===== src/rtl/mem_bus_arbiter_pkg.sv =====
// Shared encodings for the IFU/LSU memory bus arbiter: FSM states and master IDs.
package mem_bus_arbiter_pkg;
  typedef enum logic [1:0] {
    ARB_IDLE = 2'd0,
    ARB_REQ  = 2'd1,
    ARB_RESP = 2'd2
  } arb_state_t;

  localparam logic MST_IFU = 1'b0;
  localparam logic MST_LSU = 1'b1;
endpackage


===== src/rtl/mem_bus_arbiter_arb_grant.sv =====
// Grant selection between IFU and LSU. Define ARB_RR_EN for round-robin on ties;
// otherwise LSU has fixed priority over IFU.
module arb_grant
  import mem_bus_arbiter_pkg::*;
(
  input  logic       ifu_req_i,
  input  logic       lsu_req_i,
  input  logic       last_grant_i,
  output logic [1:0] grant_o      // bit0 = IFU, bit1 = LSU
);
`ifdef ARB_RR_EN
  always_comb begin
    grant_o = 2'b00;
    if (ifu_req_i && lsu_req_i)
      grant_o = (last_grant_i == MST_IFU) ? 2'b10 : 2'b01;
    else if (lsu_req_i)
      grant_o = 2'b10;
    else if (ifu_req_i)
      grant_o = 2'b01;
  end
`else
  // Pointer is still tracked by the top but has no effect under fixed priority.
  logic unused_last_grant;
  assign unused_last_grant = last_grant_i;

  always_comb begin
    grant_o = 2'b00;
    if (lsu_req_i)
      grant_o = 2'b10;
    else if (ifu_req_i)
      grant_o = 2'b01;
  end
`endif
endmodule


===== src/rtl/mem_bus_arbiter.sv =====
// Two-master (IFU, LSU) to one-slave bus arbiter, one outstanding transaction.
// Grant policy selected by ARB_RR_EN (round-robin) vs default fixed LSU priority.
module mem_bus_arbiter
  import mem_bus_arbiter_pkg::*;
#(
  parameter int ADDR_W = 32,
  parameter int DATA_W = 32
) (
  input  logic                clk,
  input  logic                rst,
  input  logic                ifu_req_valid,
  output logic                ifu_req_ready,
  input  logic [ADDR_W-1:0]   ifu_addr,
  output logic                ifu_resp_valid,
  input  logic                ifu_resp_ready,
  output logic [DATA_W-1:0]   ifu_rdata,
  input  logic                lsu_req_valid,
  output logic                lsu_req_ready,
  input  logic [ADDR_W-1:0]   lsu_addr,
  input  logic                lsu_wen,
  input  logic [DATA_W-1:0]   lsu_wdata,
  input  logic [DATA_W/8-1:0] lsu_wmask,
  output logic                lsu_resp_valid,
  input  logic                lsu_resp_ready,
  output logic [DATA_W-1:0]   lsu_rdata,
  output logic                mem_req_valid,
  input  logic                mem_req_ready,
  output logic [ADDR_W-1:0]   mem_addr,
  output logic                mem_wen,
  output logic [DATA_W-1:0]   mem_wdata,
  output logic [DATA_W/8-1:0] mem_wmask,
  input  logic                mem_resp_valid,
  output logic                mem_resp_ready,
  input  logic [DATA_W-1:0]   mem_rdata
);
  typedef struct packed {
    logic [ADDR_W-1:0]   addr;
    logic                wen;
    logic [DATA_W-1:0]   wdata;
    logic [DATA_W/8-1:0] wmask;
  } mem_req_t;

  arb_state_t state_q, state_d;
  logic       owner_q, owner_d;
  logic       last_q, last_d;
  mem_req_t   req_q, req_d;
  logic [1:0] grant;

  arb_grant u_grant (
    .ifu_req_i    (ifu_req_valid),
    .lsu_req_i    (lsu_req_valid),
    .last_grant_i (last_q),
    .grant_o      (grant)
  );

  always_ff @(posedge clk or posedge rst) begin
    if (rst) begin
      state_q <= ARB_IDLE;
      owner_q <= MST_IFU;
      last_q  <= MST_IFU;
      req_q   <= '0;
    end else begin
      state_q <= state_d;
      owner_q <= owner_d;
      last_q  <= last_d;
      req_q   <= req_d;
    end
  end

  always_comb begin
    state_d        = state_q;
    owner_d        = owner_q;
    last_d         = last_q;
    req_d          = req_q;
    ifu_req_ready  = 1'b0;
    lsu_req_ready  = 1'b0;
    mem_req_valid  = 1'b0;
    mem_resp_ready = 1'b0;
    ifu_resp_valid = 1'b0;
    lsu_resp_valid = 1'b0;
    unique case (state_q)
      ARB_IDLE: begin
        ifu_req_ready = grant[0];
        lsu_req_ready = grant[1];
        if (grant[1] && lsu_req_valid) begin
          req_d   = '{addr: lsu_addr, wen: lsu_wen, wdata: lsu_wdata, wmask: lsu_wmask};
          owner_d = MST_LSU;
          state_d = ARB_REQ;
        end else if (grant[0] && ifu_req_valid) begin
          // Fetches are always reads: no write data or strobes reach the slave.
          req_d   = '{addr: ifu_addr, wen: 1'b0, wdata: '0, wmask: '0};
          owner_d = MST_IFU;
          state_d = ARB_REQ;
        end
      end
      ARB_REQ: begin
        mem_req_valid = 1'b1;
        if (mem_req_ready) state_d = ARB_RESP;
      end
      ARB_RESP: begin
        mem_resp_ready = (owner_q == MST_LSU) ? lsu_resp_ready : ifu_resp_ready;
        ifu_resp_valid = (owner_q == MST_IFU) && mem_resp_valid;
        lsu_resp_valid = (owner_q == MST_LSU) && mem_resp_valid;
        if (mem_resp_valid && mem_resp_ready) begin
          last_d  = owner_q;
          state_d = ARB_IDLE;
        end
      end
      default: state_d = ARB_IDLE;
    endcase
  end

  assign mem_addr  = req_q.addr;
  assign mem_wen   = req_q.wen;
  assign mem_wdata = req_q.wdata;
  assign mem_wmask = req_q.wmask;
  assign ifu_rdata = mem_rdata;
  assign lsu_rdata = mem_rdata;
endmodule


===== config.mk =====
export PLATFORM = sky130hd
export DESIGN_NAME = mem_bus_arbiter
export DESIGN_NICKNAME = d
export VERILOG_FILES = /design/src/rtl/mem_bus_arbiter_pkg.sv /design/src/rtl/mem_bus_arbiter_arb_grant.sv /design/src/rtl/mem_bus_arbiter.sv
export SDC_FILE = /design/constraint.sdc
export NUM_CORES = 1
export LEC_CHECK = 0
export ABC_AREA = 1
export BUFFER_PORTS_ARGS = -buffer_cell sky130_fd_sc_hd__buf_2
export CORE_AREA = 2 2 110 112
export DETAILED_ROUTE_END_ITERATION = 10
export DIE_AREA = 0 0 112 114
export PLACE_DENSITY = 0.69
export SETUP_SLACK_MARGIN = 0.4
export SYNTH_ARGS = -nofsm -noshare
export SYNTH_HDL_FRONTEND = slang
export SYNTH_HIERARCHICAL = 1
export SYNTH_SLANG_ARGS = --single-unit

===== constraint.sdc =====
create_clock -name clk -period 2.3 [get_ports clk]
set_input_delay 0.115 -clock clk [delete_from_list [all_inputs] [get_ports clk]]
set_output_delay 0.115 -clock clk [all_outputs]
set_load 0.05 [all_outputs]

==> summary.md <==
| Metric | Value |
|---|---|
| Outcome | `completed` |
| Largest net degree at the start of global routing | `72` |
| Die height | `114 microns` |
| Avg Inst Size Synth | `slightly below 8 sq um` |
| Fill count | `1,224` |
| Register Area | `1802 sq um` |
| Root buf cell | `clkbuf_16` |
| Multi-input logic area | `1326 sq um` |
| Die W | `112 microns` |
| RSZ-0062 raised after global routing | `no` |
| H-tree levels | `3` |
| Worst hold margin | `0.02256 ns` |
| Syn-to-layout area delta | `21.64%` |
| Max Fclk | `around 630 MHz` |
| Clk slew on worst S/H paths | `0.06 ns` |
| MaxCap Viol Count | `0` |
| Row cnt | `40` |
| DR vias | `3,337` |
| Clock Sinks | `slightly above 70` |
| Hold buffers post-CTS | `2` |
| # setup viols final | `0` |
| Switching Fraction | `0.5308` |
| Setup_tns | `0 ns` |
| Leak pwr | `2.888 nW` |
| Max Slew Vio Count | `0` |
| Relative slew margins | `0.4940` |
| DP Wirelength | `about 7000 microns` |
| Via density | `4.362` |
| Worst Max-Slew Pin Slew | `between 0.7 and 0.8 ns` |
| Port bufs | `183` |
| Clock buffer count from CTS | `9` |
| Peak VDD IR | `732.4 uV` |
| Total congestion overflow | `0` |
| Drt wl/cell | `12.72 microns` |
| Area of the core | `11,710 sq um` |
| Synth Instances | `501` |
| I/O Pins | `280` |
| Worst skew pair latency | `0.33 ns` |
| Ant diodes | `0` |
| First-pass GRT wire length | `approximately 16,000 microns` |
| # DRC | `0` |
| WS Path Type | `reg2out` |
| RD Place Congestion | `about 0.74` |
| CTS tree | `yes` |
| Seq pwr share | `0.285` |
| Antenna viol nets, final | `0` |
| # nets final | `754` |
| Synth Net Count | `642` |
| Iteration-0 DRC Markers | `151` |
| Number of global-route vias before repair | `3,248` |
| GRT Total Usage | `0.1547` |
| Crit start category | `flop` |
| Worst path required time | `2.18 ns` |
| CP Data Arrival Time | `1.48 ns` |
| Starting Density | `0.3372` |
| Share of cells above drive strength 1 | `0.3786` |
| Pwr dens | `about 1600 nW/um^2` |
| Sw power | `approximately 4.2 mW` |
| Post-Syn Area | `3949 sq um` |
| Critical Path Fanout Max | `6` |
| Placed inst area | `4484 sq um` |
| CTS resizes | `0` |
| Fin Clk Skew | `between 0.002 and 0.003 ns` |
| Worst R2R Setup Slack | `just under 0.8 ns` |
| Fin crit share | `0.6941` |
| Setup bufs post-CTS | `0` |
| Clock tree buffer depth | `2` |
| Clock power share | `0.178` |
| Period minus WS final | `around 1.6 ns` |
| Total Wirelength | `between 9000 and 10,000 microns` |
| Fin. Hold Viols | `0` |
| YS warnings | `6` |
| Worst setup EP type | `output pin` |
| Drt pass-1 iters | `4` |
| Initial antenna violation count | `1` |
| Hold Crit Class | `in2reg` |
| Internal | `between 3 and 4 mW` |
| Final instance area | `about 4800 sq um` |
| Comb power frac | `0.537` |
| Die area | `12,770 sq um` |
## flip-flops by register name, indices dropped and copies added (netlist names)
signal,flops
mem_wdata,32
mem_addr,32
state_q,2
owner_q,1
mem_wen,1
mem_wmask,4
## metrics by stage
stage / utilization / worst slack, ns / cells / total power, mW
6_report: 0.4102 / 0.7037 / 765 / 7.830
5_1_grt: 0.4102 / 0.5732 / 765 / 8.300
4_1_cts: 0.4102 / 0.6369 / 765 / 7.927
3_5_place_dp: 0.3829 / 0.7922 / 747 / 6.483
3_3_place_gp: 0.3829 / 0.8192 / 747 / 6.446
2_1_floorplan: - / 0.5646 / 501 / 5.758
## power by group through the flow
stage	registers, mW	clock network, mW	logic (mW)
5_1_grt	2.31	1.50	4.49
4_1_cts	2.23	1.44	4.26
3_5_place_dp	2.23	0	4.25
6_report	2.23	1.39	4.21
2_1_floorplan	4.34	0	1.42
3_3_place_gp	2.24	0	4.21
## final timing paths
kind | from | to | cells past startpoint
max | state_q[1]$_DFFE_PP0P_ | ifu_req_ready | 4
min | lsu_wdata[18] | mem_wdata[18]$_DFFE_PP0P_ | 3
max reg2reg | state_q[1]$_DFFE_PP0P_ | mem_wdata[24]$_DFFE_PP0P_ | 4
min reg2reg | mem_addr[23]$_DFFE_PP0P_ | mem_addr[23]$_DFFE_PP0P_ | 2
max in group asynchronous | rst | mem_addr[10]$_DFFE_PP0P_ | 4
min in group asynchronous | rst | mem_wdata[5]$_DFFE_PP0P_ | 3
## layout make-up
type | instances | area share
clock buffer | 11 | 0.05053
clock inverter | 5 | 0.01172
inverter | 46 | 0.03673
multi-input combinational | 290 | 0.2761
sequential | 72 | 0.3751
tap | 147 | 0.03829
timing repair buffer | 194 | 0.2115
## cell usage in the layout, fill, tap and decap left out
cell type / n
nor2_4: 1
clkbuf_1: 1
bufinv_16: 1
nand2_1: 176
inv_1: 45
nand3_1: 64
clkinv_4: 1
clkbuf_8: 1
a21oi_1: 1
dfrtp_1: 72
buf_4: 8
o31ai_1: 1
buf_2: 183
clkinv_2: 2
o21ai_2: 20
nor2_2: 1
clkbuf_16: 9
nand2_2: 2
nand2_4: 1
dlygate4sd3_1: 2
clkinvlp_4: 2
nor2_1: 3
nor3_1: 2
o21ai_0: 17
nand3_2: 1
buf_12: 1
## critical path: stages (launching register included)
cell and delay, ns:
dfrtp_1 0.43, nor2_4 0.20, inv_1 0.11, nor2_1 0.13
buf_2 0.28
## metal layers
| metal | GRT usage | routed length (microns) | vias up |
|---|---|---|---|
| li1 | - | - | 1707 |
| met1 | 0.1836 | 4208 | 1445 |
| met2 | 0.2566 | 4421 | 160 |
| met3 | 0.05420 | 873 | 23 |
| met4 | 0.06585 | 211 | 2 |
| met5 | 0 | 17 | - |
(Power assumes the default switching activity.)
